[config.mk]
export PLATFORM = sky130hd
export DESIGN_NAME = bcd_seg_mux_flat
export DESIGN_NICKNAME = d
export VERILOG_FILES = /design/src/rtl/bcd_disp_pkg.sv /design/src/rtl/bcd_seg_mux_if.sv /design/src/rtl/bcd_seg_mux_dec.sv /design/src/rtl/bcd_seg_mux.sv /design/src/flat_wrapper.sv
export SDC_FILE = /design/constraint.sdc
export NUM_CORES = 1
export LEC_CHECK = 0
export CAP_MARGIN = 30
export CORE_ASPECT_RATIO = 1.25
export CORE_UTILIZATION = 45
export DETAILED_ROUTE_END_ITERATION = 12
export GPL_TIMING_DRIVEN = 0
export PLACE_DENSITY = 0.63
export SYNTH_ARGS = -nofsm -noshare
export SYNTH_HDL_FRONTEND = slang
export SYNTH_SLANG_ARGS = --single-unit
[constraint.sdc]
create_clock -name clk -period 8.3 [get_ports clk]
set_input_delay 1.66 -clock clk [delete_from_list [all_inputs] [get_ports clk]]
set_output_delay 1.66 -clock clk [all_outputs]
set_load 0.01 [all_outputs]
[src/rtl/bcd_disp_pkg.sv]
// bcd_disp_pkg: shared definitions for the BCD 7-segment display stage.
//   - state_e   : scan FSM states (DIG0_ON=0, BLANK0=1, DIG1_ON=2, BLANK1=3)
//   - SEG_OFF   : all segments dark (active-low)
//   - SEG_DASH  : only segment g lit, shown for non-BCD codes
//   - SEG_TAB   : 16-entry active-low {g,f,e,d,c,b,a} table, index = digit code
package bcd_disp_pkg;

  typedef enum logic [1:0] {
    DIG0_ON = 2'd0,
    BLANK0  = 2'd1,
    DIG1_ON = 2'd2,
    BLANK1  = 2'd3
  } state_e;

  localparam logic [6:0] SEG_OFF  = 7'h7F;
  localparam logic [6:0] SEG_DASH = 7'h3F;

  // Entry 0 is the rightmost element; codes 10..15 all map to a dash.
  localparam logic [15:0][6:0] SEG_TAB = {
    SEG_DASH, SEG_DASH, SEG_DASH, SEG_DASH, SEG_DASH, SEG_DASH,  // 15..10
    7'h10, 7'h00, 7'h78, 7'h02, 7'h12,                           // 9..5
    7'h19, 7'h30, 7'h24, 7'h79, 7'h40                            // 4..0
  };

endpackage

[src/rtl/bcd_seg_mux_if.sv]
// bcd_seg_mux_if: digit inputs and display outputs of the scan stage.
//   bcd0/bcd1  : units/tens BCD digits from the counter
//   seg        : active-low segments {g,f,e,d,c,b,a}
//   an         : active-low anodes {tens,units}
//   frame_done : 1-cycle pulse when a new digit snapshot is taken
//   modport master: counter/test side; modport slave: display stage.
interface bcd_seg_mux_if;
  logic [3:0] bcd0;
  logic [3:0] bcd1;
  logic [6:0] seg;
  logic [1:0] an;
  logic       frame_done;

  modport master (output bcd0, bcd1, input seg, an, frame_done);
  modport slave  (input bcd0, bcd1, output seg, an, frame_done);
endinterface

[src/rtl/bcd_seg_mux_dec.sv]
// bcd_to_seg7: combinational 4-bit code -> 7-bit active-low segment decoder.
//   bcd_i : digit code (10..15 decode to a dash)
//   seg_o : segments {g,f,e,d,c,b,a}, active-low
module bcd_to_seg7
  import bcd_disp_pkg::*;
(
  input  logic [3:0] bcd_i,
  output logic [6:0] seg_o
);
  assign seg_o = SEG_TAB[bcd_i];
endmodule

[src/rtl/bcd_seg_mux.sv]
// bcd_seg_mux: time-multiplexed driver for a 2-digit common-anode display.
//   clk  : rising-edge clock
//   rst  : synchronous active-high reset
//   disp : bcd_seg_mux_if.slave (bcd0/bcd1 in; seg/an/frame_done out, registered)
// Scan order DIG0_ON -> BLANK0 -> DIG1_ON -> BLANK1, both digits snapshotted
// on the edge entering DIG0_ON so a frame never shows a torn count.
// Optional macro LEADING_ZERO_BLANK_EN: keep the tens digit dark when it is 0.
module bcd_seg_mux
  import bcd_disp_pkg::*;
#(
  parameter int ON_CYCLES    = 50000,
  parameter int BLANK_CYCLES = 1000,
  localparam int CNT_W =
    $clog2(((ON_CYCLES > BLANK_CYCLES) ? ON_CYCLES : BLANK_CYCLES) + 1)
) (
  input  logic         clk,
  input  logic         rst,
  bcd_seg_mux_if.slave disp
);

  state_e           state_q, state_d;
  logic [CNT_W-1:0] cnt_q, cnt_d, dwell_last;
  logic [3:0]       snap0_q, snap0_d, snap1_q, snap1_d;
  logic [1:0]       an_q, an_d;
  logic [6:0]       seg_q, seg_d, dec_seg;
  logic             fd_q, fd_d;
  logic [3:0]       digit;

  assign dwell_last = (state_q == DIG0_ON || state_q == DIG1_ON)
                    ? CNT_W'(ON_CYCLES - 1) : CNT_W'(BLANK_CYCLES - 1);

  // Outputs are derived from next-state values so they change on the same
  // edge as the state, with no extra register stage of latency.
  assign digit = (state_d == DIG1_ON) ? snap1_d : snap0_d;

  bcd_to_seg7 u_dec (.bcd_i(digit), .seg_o(dec_seg));

  always_comb begin
    state_d = state_q;
    cnt_d   = cnt_q + CNT_W'(1);
    snap0_d = snap0_q;
    snap1_d = snap1_q;
    fd_d    = 1'b0;
    if (cnt_q == dwell_last) begin
      cnt_d = '0;
      case (state_q)
        DIG0_ON: state_d = BLANK0;
        BLANK0:  state_d = DIG1_ON;
        DIG1_ON: state_d = BLANK1;
        default: begin
          state_d = DIG0_ON;
          snap0_d = disp.bcd0;
          snap1_d = disp.bcd1;
          fd_d    = 1'b1;
        end
      endcase
    end

    an_d  = 2'b11;
    seg_d = SEG_OFF;
    case (state_d)
      DIG0_ON: begin
        an_d  = 2'b10;
        seg_d = dec_seg;
      end
      DIG1_ON: begin
        an_d  = 2'b01;
        seg_d = dec_seg;
`ifdef LEADING_ZERO_BLANK_EN
        if (snap1_d == 4'd0) begin
          an_d  = 2'b11;
          seg_d = SEG_OFF;
        end
`endif
      end
      default: ;
    endcase
  end

  always_ff @(posedge clk) begin
    if (rst) begin
      state_q <= BLANK1;
      cnt_q   <= '0;
      snap0_q <= '0;
      snap1_q <= '0;
      an_q    <= 2'b11;
      seg_q   <= SEG_OFF;
      fd_q    <= 1'b0;
    end else begin
      state_q <= state_d;
      cnt_q   <= cnt_d;
      snap0_q <= snap0_d;
      snap1_q <= snap1_d;
      an_q    <= an_d;
      seg_q   <= seg_d;
      fd_q    <= fd_d;
    end
  end

  assign disp.seg        = seg_q;
  assign disp.an         = an_q;
  assign disp.frame_done = fd_q;

endmodule

[src/flat_wrapper.sv]
// flat-port wrapper written by rule: the top's interface ports become plain ports
module bcd_seg_mux_flat import bcd_disp_pkg::*;
#(
  parameter int ON_CYCLES    = 50000,
  parameter int BLANK_CYCLES = 1000,
  localparam int CNT_W =
    $clog2(((ON_CYCLES > BLANK_CYCLES) ? ON_CYCLES : BLANK_CYCLES) + 1)
)
  (clk, rst, disp_bcd0, disp_bcd1, disp_seg, disp_an, disp_frame_done);
  bcd_seg_mux_if disp_i ();
  input  logic clk;
  input  logic rst;
  input wire logic [$bits(disp_i.bcd0)-1:0] disp_bcd0;
  input wire logic [$bits(disp_i.bcd1)-1:0] disp_bcd1;
  output wire logic [$bits(disp_i.seg)-1:0] disp_seg;
  output wire logic [$bits(disp_i.an)-1:0] disp_an;
  output wire logic [$bits(disp_i.frame_done)-1:0] disp_frame_done;
  assign disp_i.bcd0 = disp_bcd0;
  assign disp_i.bcd1 = disp_bcd1;
  assign disp_seg = disp_i.seg;
  assign disp_an = disp_i.an;
  assign disp_frame_done = disp_i.frame_done;
  bcd_seg_mux #(.ON_CYCLES(ON_CYCLES), .BLANK_CYCLES(BLANK_CYCLES)) u_core (.clk(clk), .rst(rst), .disp(disp_i));
endmodule
==> flow_summary.rst <==
.. list-table::
   :header-rows: 1

   * - Metric
     - Value
   * - Ports placed on the boundary
     - 20
   * - Power per cell area
     - 149.1 nW/µm²
   * - Synthesized net count
     - 211
   * - Final net count
     - 237
   * - Maximum VDD drop
     - 0.1183 mV
   * - Share of layout cells above drive strength 1
     - 9.174%
   * - Skew-Pair Late Insertion Delay
     - 0.29 ns
   * - Via density per instance
     - 5.110
   * - Post-CTS Hold Fix Bufs
     - 0
   * - Global-route wire length before repair
     - 5789 µm
   * - Slew margin rel.
     - 68.33%
   * - Leakage power summed over all cells
     - 0.7869 nW
   * - Final HPWL DP
     - 2641 µm
   * - Core Box Area
     - 3785 µm²
   * - Via count
     - 1390
   * - Final hold violations
     - 0
   * - Class of the most critical hold timing path
     - reg -> reg
   * - Sequential area share after synthesis
     - 40.65%
   * - Status
     - complete, no violations
   * - Worst Setup Path Type
     - reg -> reg
   * - Final Wtd Congestion
     - 0.8552
   * - # rows
     - 25
   * - Gate Count Post-Synth
     - 191
   * - Clock sink count
     - 36
   * - CP Data Arrival Time
     - 3.62 ns
   * - Htree depth
     - 2
   * - Syn-to-layout area delta
     - 19.83%
   * - Launching element type of the critical path
     - register
   * - Port Buf Inserts
     - 19
   * - Post-layout min period
     - 3.463 ns
   * - Post-synthesis instance area
     - 1773 µm²
   * - Flip-flop cell with the highest count after synthesis
     - sky130_fd_sc_hd__dfxtp_1
   * - Maximum single-stage delay on the critical path
     - 0.54 ns
   * - Die boundary height
     - 72.18 µm
   * - Antenna cells
     - 0
   * - DRC marker count from the first detailed-route iteration
     - 50
   * - Count of state elements after synthesis
     - 36
   * - Final ANT Viol Nets
     - 0
   * - Type of destination of the critical path
     - register
   * - Remaining Overflow, GRT
     - 0
   * - Number of setup violations in the final report
     - 0
   * - Worst clock skew on the final layout
     - 0.005332 ns
   * - Die footprint
     - 4196 µm²
   * - Post-route DRC violation count
     - 0
   * - TritonCTS clock tree
     - done
   * - Cells along the critical path
     - ha_1, nand4_1, a211oi_4, mux2i_4, mux4_2, inv_2, ha_1, nor3_1, a2111oi_0, o21ai_1
   * - Peak fanout along the critical path
     - 7
   * - Slowest CP cell
     - sky130_fd_sc_hd__mux2i_4
   * - Clock input transition at the sequential cells of the worst setup and hold paths
     - 0.07 ns
   * - Slew at the pin closest to its max-slew limit
     - 0.4651 ns
   * - Share of async-settable or async-resettable flops after synthesis
     - 0%
   * - Root buf cell
     - sky130_fd_sc_hd__clkbuf_8
   * - Fraction of the cycle the final worst path needs
     - 41.72%
   * - Core utilization of the finished layout
     - 56.13%
   * - Total negative slack for setup checks
     - 0 ns
   * - Count of max-cap constraint violations
     - 0
   * - Total track usage
     - 18.44%
   * - Number of setup buffers added after CTS
     - 0
   * - Post-synthesis area per instance
     - 9.282 µm²
   * - Number of synthesized flops with an enable pin
     - 0
   * - Maximum count of clock buffers along a single path
     - 2
   * - Starting Density
     - 46.84%
   * - Initial antenna violation count
     - 0
   * - RSZ-0062 raised after global routing
     - no
   * - First-pass iteration count of the detailed router
     - 4
   * - CP most frequent cell
     - sky130_fd_sc_hd__ha_1
   * - Final routed wire length divided by cell count
     - 12.47 µm
   * - Total CTS buffers
     - 5
   * - Required time at the endpoint of the critical path
     - 8.46 ns
   * - Wirelength, routed
     - 3392 µm
   * - Number of cells upsized or downsized after cts
     - 0
   * - Floorplan die width
     - 58.14 µm
   * - Synth warn
     - 0
   * - Final max-slew violation count
     - 0
   * - Via count of the first global-routing pass
     - 1345
   * - Highest clock frequency the design can meet
     - 288.8 MHz
   * - Pin count of the biggest net entering global routing
     - 12
   * - Netlist cell types
     - 36
[worst max-delay path: cells and delay by family (launching register included)]
| kind | cells | cell delay (ns) |
|---|---|---|
| compound gates | 3 | 0.97 |
| fa+ha+maj | 2 | 0.53 |
| buf+inv | 1 | 0.13 |
| flops | 1 | 0.43 |
| mux | 2 | 1.00 |
| simple gates | 2 | 0.26 |
[layout make-up]
class | count | area, µm²
plain buffers | 5 | 23.77
clock buffers | 7 | 86.33
clock inverters | 1 | 7.507
fillers | 354 | 1660
inverters | 9 | 33.78
multi-input cells | 141 | 994.7
flip-flops and latches | 36 | 720.7
well taps | 54 | 67.56
repair buffers | 19 | 190.2
[layer usage]
metal	up-vias	share of wire, %	GRT usage (%)
li1	708	-	-
met1	656	39	18.41
met2	21	56	34.74
met3	5	3.1	5.526
met4	0	1.9	7.672
met5	-	0	0
[synth_stat cells, types with 2 or more instances]
master / number / area share (%)
sky130_fd_sc_hd__o21ai_0: 2 / 0.56
sky130_fd_sc_hd__ha_1: 10 / 7.1
sky130_fd_sc_hd__a21oi_1: 15 / 4.2
sky130_fd_sc_hd__and2_1: 3 / 1.1
sky130_fd_sc_hd__and3_1: 4 / 1.4
sky130_fd_sc_hd__nor2_1: 24 / 5.1
sky130_fd_sc_hd__xor2_1: 6 / 3.0
sky130_fd_sc_hd__nand3_1: 8 / 2.3
sky130_fd_sc_hd__nor3_1: 5 / 1.4
sky130_fd_sc_hd__xnor2_1: 6 / 3.0
sky130_fd_sc_hd__or3_1: 3 / 1.1
sky130_fd_sc_hd__nor4_1: 2 / 0.71
sky130_fd_sc_hd__nand4_1: 4 / 1.4
sky130_fd_sc_hd__mux2i_4: 4 / 5.1
sky130_fd_sc_hd__nand2_1: 19 / 4.0
sky130_fd_sc_hd__dfxtp_1: 36 / 41
sky130_fd_sc_hd__mux2i_1: 9 / 5.1
sky130_fd_sc_hd__o21ai_1: 4 / 1.1
sky130_fd_sc_hd__inv_1: 8 / 1.7
sky130_fd_sc_hd__clkbuf_1: 3 / 0.64
[flip-flops by register name (all words and copies together) (netlist names)]
signal                  count
u_core.state_q              2
u_core.snap1_q              4
u_core.snap0_q              4
u_core.disp.seg             7
u_core.cnt_q               16
u_core.disp.frame_done      1
u_core.disp.an              2
[per-stage QoR]
step | power (W) | cells | hold slack, ns | setup WS, ns | area [µm²]
final | 0.0003168 | 272 | 0.4539 | 4.837 | 2125
after global routing | 0.0003299 | 272 | 0.4700 | 4.622 | 2125
after floorplan | 0.0001848 | 191 | 0.4312 | 5.223 | 1773
after CTS | 0.0003225 | 272 | 0.4573 | 4.801 | 2125
after detailed placement | 0.0001919 | 264 | 0.4467 | 4.593 | 2031
after global placement | 0.0001913 | 264 | 0.4388 | 4.644 | 2031
[cells by family after synthesis]
| family | share of synthesized area (%) |
|---|---|
| compound gates | 8.045 |
| simple gates | 21.52 |
| buf+inv | 3.246 |
| flops | 40.65 |
| xor+xnor | 5.928 |
| mux | 13.55 |
| fa+ha+maj | 7.057 |
[cells in the final DEF, fill, tap and decap left out, drive strengths merged, types with 2 or more instances in the layout]
master         count
nand2             19
nand4              4
inv                9
o21ai              6
clkdlybuf4s50     19
nand3              8
dfxtp             36
xnor2              6
a21oi             15
clkbuf            10
nor2              24
mux2               3
buf                2
and2               3
nor4               2
xor2               6
and3               4
nor3               5
mux2i             13
or3                3
ha                10
[power breakdown]
group	leakage (nW)	switching (W)	total, W	internal, W
clock network	0.0445	0.0000616	0.000129	0.0000674
registers	0.291	0.00000174	0.000176	0.000174
logic	0.451	0.00000556	0.0000122	0.00000665
total	0.787	0.0000689	0.000317	0.000248
[final timing paths]
check                                          end  cells after the start              start  slack [ns]
worst max-delay path            u_core.disp.seg[4]                     10    u_core.cnt_q[0]        4.84
worst min-delay path             u_core.snap0_q[0]                      2  u_core.snap0_q[0]        0.45
worst max register to register  u_core.disp.seg[4]                     10    u_core.cnt_q[0]        4.84
worst min register to register   u_core.snap0_q[0]                      2  u_core.snap0_q[0]        0.45
No activity file was read; power rests on OpenSTA's default activity.
